--- config.mk ---
export PLATFORM = sky130hd
export DESIGN_NAME = chacha_block_ctrl
export DESIGN_NICKNAME = d
export VERILOG_FILES = /design/src/rtl/chacha_pkg.sv /design/src/rtl/chacha_qr.sv /design/src/rtl/chacha_block_ctrl.sv
export SDC_FILE = /design/constraint.sdc
export NUM_CORES = 2
export LEC_CHECK = 0
export CAP_MARGIN = 40
export CORE_AREA = 5 5 399 401
export DETAILED_ROUTE_END_ITERATION = 7
export DIE_AREA = 0 0 404 406
export GPL_TIMING_DRIVEN = 0
export PLACE_DENSITY = 0.53
export SLEW_MARGIN = 25
export SYNTH_ARGS = -nofsm -noshare
export SYNTH_HDL_FRONTEND = slang
export SYNTH_SLANG_ARGS = --single-unit
--- constraint.sdc ---
create_clock -name clk -period 17.7 [get_ports clk]
set_input_delay 1.77 -clock clk [delete_from_list [all_inputs] [get_ports clk]]
set_output_delay 1.77 -clock clk [all_outputs]
set_load 0.03 [all_outputs]
--- src/rtl/chacha_pkg.sv ---
// ---------------------------------------------------------------------------
// chacha_pkg
// Shared types and constants for the iterative ChaCha block controller.
//   chacha_word_t  : one 32-bit state word
//   chacha_state_t : 16 packed words, word i at bits [32*i +: 32]
//   chacha_fsm_e   : controller states (IDLE, RUN, DONE)
//   QR_IDX         : (a,b,c,d) word indices for the 8 quarter-round slots
//                    of one double round (4 columns, then 4 diagonals)
//   CHACHA_CONST0..3 : "expand 32-byte k" constant words
// ---------------------------------------------------------------------------
package chacha_pkg;

    typedef logic [31:0] chacha_word_t;
    typedef chacha_word_t [15:0] chacha_state_t;

    typedef enum logic [1:0] {
        ST_IDLE = 2'd0,
        ST_RUN  = 2'd1,
        ST_DONE = 2'd2
    } chacha_fsm_e;

    localparam logic [3:0] QR_IDX [8][4] = '{
        '{4'd0, 4'd4, 4'd8,  4'd12},
        '{4'd1, 4'd5, 4'd9,  4'd13},
        '{4'd2, 4'd6, 4'd10, 4'd14},
        '{4'd3, 4'd7, 4'd11, 4'd15},
        '{4'd0, 4'd5, 4'd10, 4'd15},
        '{4'd1, 4'd6, 4'd11, 4'd12},
        '{4'd2, 4'd7, 4'd8,  4'd13},
        '{4'd3, 4'd4, 4'd9,  4'd14}
    };

    localparam chacha_word_t CHACHA_CONST0 = 32'h61707865;
    localparam chacha_word_t CHACHA_CONST1 = 32'h3320646e;
    localparam chacha_word_t CHACHA_CONST2 = 32'h79622d32;
    localparam chacha_word_t CHACHA_CONST3 = 32'h6b206574;

endpackage

--- src/rtl/chacha_qr.sv ---
// ---------------------------------------------------------------------------
// chacha_qr
// Combinational ChaCha quarter-round. All additions are mod 2^32.
//   a_i..d_i : input words
//   a_o..d_o : output words
// ---------------------------------------------------------------------------
module chacha_qr
    import chacha_pkg::*;
(
    input  chacha_word_t a_i,
    input  chacha_word_t b_i,
    input  chacha_word_t c_i,
    input  chacha_word_t d_i,
    output chacha_word_t a_o,
    output chacha_word_t b_o,
    output chacha_word_t c_o,
    output chacha_word_t d_o
);

    function automatic chacha_word_t rotl(input chacha_word_t x, input int unsigned n);
        return (x << n) | (x >> (32 - n));
    endfunction

    chacha_word_t a1, b1, c1, d1;

    // First half: rotations 16 and 12.
    assign a1 = a_i + b_i;
    assign d1 = rotl(d_i ^ a1, 16);
    assign c1 = c_i + d1;
    assign b1 = rotl(b_i ^ c1, 12);

    // Second half: rotations 8 and 7.
    assign a_o = a1 + b1;
    assign d_o = rotl(d1 ^ a_o, 8);
    assign c_o = c1 + d_o;
    assign b_o = rotl(b1 ^ c_o, 7);

endmodule

--- src/rtl/chacha_block_ctrl.sv ---
// ---------------------------------------------------------------------------
// chacha_block_ctrl
// Iterative ChaCha block function: one quarter-round per clock through a
// single chacha_qr, alternating column and diagonal rounds, result offered
// on a valid/ready handshake.
//
// Parameter:
//   ROUNDS     : number of ChaCha rounds (even, >= 2; 8/12/20 typical)
// Ports:
//   clk        : clock, rising edge
//   reset      : asynchronous, active-high
//   in_valid   : init_state valid
//   in_ready   : controller can take a new state
//   init_state : input state, word i at [32*i +: 32]
//   out_valid  : out_state valid
//   out_ready  : downstream takes out_state
//   out_state  : result, same packing as init_state
//   busy       : rounds in progress
//
// Build option:
//   CHACHA_FEEDFORWARD_EN defined   -> out_state = work + orig (full block
//                                      function); orig register present.
//   CHACHA_FEEDFORWARD_EN undefined -> out_state = work (raw permutation).
// ---------------------------------------------------------------------------
module chacha_block_ctrl
    import chacha_pkg::*;
#(
    parameter int ROUNDS = 20
) (
    input  logic         clk,
    input  logic         reset,
    input  logic         in_valid,
    output logic         in_ready,
    input  logic [511:0] init_state,
    output logic         out_valid,
    input  logic         out_ready,
    output logic [511:0] out_state,
    output logic         busy
);

    localparam int QR_TOTAL = ROUNDS * 4;
    localparam int QR_CNT_W = $clog2(QR_TOTAL);
    localparam logic [QR_CNT_W-1:0] QR_LAST = QR_CNT_W'(QR_TOTAL - 1);

    chacha_fsm_e          state_q, state_d;
    chacha_state_t        work_q, work_d;
    logic [QR_CNT_W-1:0]  qr_cnt_q, qr_cnt_d;
`ifdef CHACHA_FEEDFORWARD_EN
    chacha_state_t        orig_q, orig_d;
`endif

    logic         accept;
    logic [3:0]   idx_a, idx_b, idx_c, idx_d;
    chacha_word_t qa_o, qb_o, qc_o, qd_o;

    // Low three counter bits walk the 8 slots of a double round.
    assign idx_a = QR_IDX[qr_cnt_q[2:0]][0];
    assign idx_b = QR_IDX[qr_cnt_q[2:0]][1];
    assign idx_c = QR_IDX[qr_cnt_q[2:0]][2];
    assign idx_d = QR_IDX[qr_cnt_q[2:0]][3];

    chacha_qr u_qr (
        .a_i (work_q[idx_a]),
        .b_i (work_q[idx_b]),
        .c_i (work_q[idx_c]),
        .d_i (work_q[idx_d]),
        .a_o (qa_o),
        .b_o (qb_o),
        .c_o (qc_o),
        .d_o (qd_o)
    );

    // Ready in DONE only when the current result leaves this same cycle,
    // which lets a new block load back-to-back.
    assign in_ready  = (state_q == ST_IDLE) || ((state_q == ST_DONE) && out_ready);
    assign accept    = in_valid && in_ready;
    assign out_valid = (state_q == ST_DONE);
    assign busy      = (state_q == ST_RUN);

    always_comb begin
        state_d  = state_q;
        work_d   = work_q;
        qr_cnt_d = qr_cnt_q;
`ifdef CHACHA_FEEDFORWARD_EN
        orig_d   = orig_q;
`endif
        case (state_q)
            ST_IDLE: ;
            ST_RUN: begin
                // The four indices of one slot are distinct, so the
                // writebacks never collide.
                work_d[idx_a] = qa_o;
                work_d[idx_b] = qb_o;
                work_d[idx_c] = qc_o;
                work_d[idx_d] = qd_o;
                if (qr_cnt_q == QR_LAST) begin
                    qr_cnt_d = '0;
                    state_d  = ST_DONE;
                end else begin
                    qr_cnt_d = qr_cnt_q + 1'b1;
                end
            end
            ST_DONE: begin
                if (out_ready) state_d = ST_IDLE;
            end
            default: state_d = ST_IDLE;
        endcase

        // accept is never true in RUN, so this cannot clobber a writeback.
        if (accept) begin
            work_d   = init_state;
`ifdef CHACHA_FEEDFORWARD_EN
            orig_d   = init_state;
`endif
            qr_cnt_d = '0;
            state_d  = ST_RUN;
        end
    end

    always_ff @(posedge clk or posedge reset) begin
        if (reset) begin
            state_q  <= ST_IDLE;
            work_q   <= '0;
            qr_cnt_q <= '0;
`ifdef CHACHA_FEEDFORWARD_EN
            orig_q   <= '0;
`endif
        end else begin
            state_q  <= state_d;
            work_q   <= work_d;
            qr_cnt_q <= qr_cnt_d;
`ifdef CHACHA_FEEDFORWARD_EN
            orig_q   <= orig_d;
`endif
        end
    end

`ifdef CHACHA_FEEDFORWARD_EN
    always_comb begin
        out_state = '0;
        for (int i = 0; i < 16; i++) begin
            out_state[32*i +: 32] = work_q[i] + orig_q[i];
        end
    end
`else
    assign out_state = work_q;
`endif

endmodule

==> flow_metrics.tcl <==
set metrics [dict create \
    status "finished clean" \
    clk_pin_slew_ns 0.06 \
    setup_viol 0 \
    tritoncts "done" \
    clock_path_buffers 3 \
    fmax_mhz 58.5 \
    first_global_vias 35100 \
    num_rows 145 \
    ys.flop_type "dfrtp_1" \
    synth_top_family_by_area "compound AO/OA/AOI/OAI gates" \
    syn2layout_area_growth_pct 55.1 \
    drt_iter0_drc 4553 \
    dpl_cell_area_sq_um 46600 \
    final_util_pct 32.3 \
    place.gp.congestion 0.979 \
    drc 0 \
    cp_slowest_cell "o31a_1" \
    hold_buffers 0 \
    slew_headroom_pct 33.5 \
    grt_use_total_pct 28.4 \
    ys_ff_latch 521 \
    syn_nets 3920 \
    final_antenna_net_count 0 \
    io_pins 1031 \
    hpwlAfterDp_um 203000 \
    finalClockSkew_ns 0.0499 \
    finalCritPeriodShare_pct 96.6 \
    synthMuxAreaShare_pct 6.77 \
    end_kind "register" \
    synth-compound-area-share_pct 28.4 \
    cts_root_buf "clkbuf_16" \
    maxCapViolCount 0 \
    setup_ws_ns 0.599 \
    critPathKind "reg -> reg" \
    syn_area_sq_um 32400 \
    worstMarginPinSlew_ns 0.993 \
    worstSetupStartpointType "register" \
    core_sq_um 155000 \
    worstPathMaxFanout 10 \
    grt_overflow 0 \
    design.die.area_sq_um 164000 \
    hold_viol 0 \
    grt_max_degree 92 \
    cts_inserted_buffers 68 \
    viasPerCell 5.46 \
    wl_per_cell_um 36.6 \
    clkLatencyLatePin_ns 0.70 \
    synth-edff-count 0 \
    dp_slack_ns -4.86 \
    fin_area_sq_um 50200 \
    synth_cell_types 94 \
    finalCriticalPeriod_ns 17.10 \
    cpMostUsedCell "a21oi_2" \
    antenna_found_initial 41 \
    synthAdderAreaFrac_pct 5.07 \
    synth_warnings 0 \
    cp_top_family "compound AO/OA/AOI/OAI gates" \
    synth_simple_gate_area_share_pct 7.85 \
    die_width_um 404 \
    syn_inst 3282 \
    wl_um 243000 \
    avgSynthCellArea_sq_um 9.86 \
    critPathRequiredTime_ns 18.22 \
    htree_num_levels 3 \
    report.final.slew_viol_count 0 \
    multiInputGateArea_sq_um 19100 \
    port_buffers 1030 \
    clock-sinks 521 \
    max_stage_delay_ns 0.45 \
    dieHeight_um 406 \
    fin_nets 5150 \
    holdCritPathClass "reg -> reg" \
    layout-drive-gt1-share_pct 12.4 \
    critPathBufInv 16 \
    grt_pass1_wl_um 319000 \
    dr.pass1.iters 6 \
    dr_total_vias 36300 \
    async_reset_ff_share_pct 100 \
    nFillCells 16200 \
    worst_ep_arrival_time_ns 17.62 \
    start_util_pct 20.8 \
    synth_seq_area_share_pct 40.3 \
    synthXorXnorAreaFrac_pct 7.73 \
    seq_area_sq_um 13000 \
]
==> cells in the final DEF, fill, tap and decap left out, drive strengths merged, types with 17 or more instances in the layout <==
cell type,synthesis,final
clkbuf,190,288
nand2b,27,27
xor2,138,138
nor2b,18,18
nor2,84,84
o21bai,24,24
nand2,200,200
diode,0,23
nand4,17,17
and3,34,34
dfrtp,521,521
a21o,38,38
inv,114,116
a22oi,496,496
a31oi,35,35
mux4,96,96
clkinv,0,18
buf,24,150
o21ai,558,558
nor3,30,30
xnor2,125,125
nand3,40,40
a21oi,138,138
ha,118,118
clkdlybuf4s50,0,1030
==> state kept, by name (all words and copies together) (netlist names) <==
register and count:
qr_cnt_q 7, out_state 512, state_q 2
==> routing by layer <==
layer | up-vias | global-route usage, % | routed length [um]
li1 | 14900 | - | -
met1 | 18700 | 36.0 | 95700
met2 | 2293 | 46.5 | 114000
met3 | 405 | 6.32 | 21100
met4 | 8 | 12.5 | 12600
met5 | - | 0 | 53
==> final cells by class <==
| type | instances | share of cell area (%) |
|---|---|---|
| antenna | 23 | 0.115 |
| buffer | 213 | 1.90 |
| clock buffer | 94 | 3.98 |
| clock inverter | 31 | 0.922 |
| inverter | 114 | 0.875 |
| multi-input combinational | 2433 | 38.1 |
| sequential | 521 | 26.0 |
| tap | 2058 | 5.13 |
| timing repair buffer | 1161 | 23.1 |
==> cell families after synthesis <==
kind of cell    count (synthesis)
compound gates               1416
fa+ha+maj                     130
xor+xnor                      270
mux                            99
flops                         521
simple gates                  518
buf+inv                       328
==> cell usage after synthesis, types with 6 or more instances <==
master / number / area share, %
or2_2: 6 / 0.12
inv_1: 114 / 1.3
a22oi_1: 496 / 12
mux4_2: 96 / 6.7
nor2_1: 84 / 0.97
o211ai_1: 6 / 0.14
a2111oi_4: 6 / 0.51
nor3_1: 28 / 0.43
and2_1: 14 / 0.27
nor2b_1: 18 / 0.35
a41oi_1: 7 / 0.19
a31oi_1: 32 / 0.62
ha_1: 118 / 4.6
buf_1: 14 / 0.16
dfrtp_1: 521 / 40
clkbuf_1: 190 / 2.2
xor2_1: 138 / 3.7
o31ai_1: 12 / 0.28
o21bai_1: 24 / 0.56
a21o_1: 38 / 0.88
a211oi_1: 8 / 0.19
nand2b_1: 27 / 0.52
o21a_1: 10 / 0.23
nand2_1: 200 / 2.3
and3_1: 34 / 0.66
or3_1: 8 / 0.15
xnor2_1: 120 / 3.2
a221o_1: 13 / 0.40
buf_2: 7 / 0.11
nand4_1: 17 / 0.33
nand3_1: 40 / 0.62
o21ai_0: 509 / 7.9
o21ai_1: 47 / 0.73
a211o_1: 6 / 0.16
a21oi_1: 135 / 2.1
==> metrics by stage <==
| step | hold WS (ns) | TNS, ns | cells |
|---|---|---|---|
| detailed placement | 0.491 | -740.16 | 6449 |
| CTS | 0.505 | 0 | 6597 |
| floorplan | 0.474 | 0 | 3282 |
| global placement | 0.483 | -4782.12 | 6370 |
| finish | 0.498 | 0 | 6648 |
| global route | 0.533 | -0.285 | 6635 |
==> worst register-to-register path, delay by kind of cell, from the launching register on <==
family                     cells  cell delay (ns)
AOI/OAI and AO/OA             34             6.97
buffers and inverters         16             2.59
xor gates and xnor gates       9             2.50
adders and majority gates      7             2.30
and+or+nand+nor               14             1.94
DFF                            1             0.39
muxes                          1             0.28
==> final timing paths <==
path | end | from | depth (start not counted) | slack, ns
worst max-delay path | out_state[134] | qr_cnt_q[0] | 81 | 0.60
worst min-delay path | out_state[288] | out_state[288] | 2 | 0.50
worst max register to register | out_state[134] | qr_cnt_q[0] | 81 | 0.60
worst min register to register | out_state[288] | out_state[288] | 2 | 0.50
max in group asynchronous | out_state[210] | reset | 5 | 14.44
min in group asynchronous | out_state[286] | reset | 2 | 1.47
==> repair_timing <==
action / in CTS / in global routing
gates resized for setup: 97 / 49
setup buffers: 24 / 17
hold endpoints to repair: 0 / 0
pin swaps: 19 / 33
setup endpoints to repair: 256 / 162
Power is left out: the tool's default activity adds up to more than one toggle a clock period on the data nets, which glitch-free logic cannot reach.
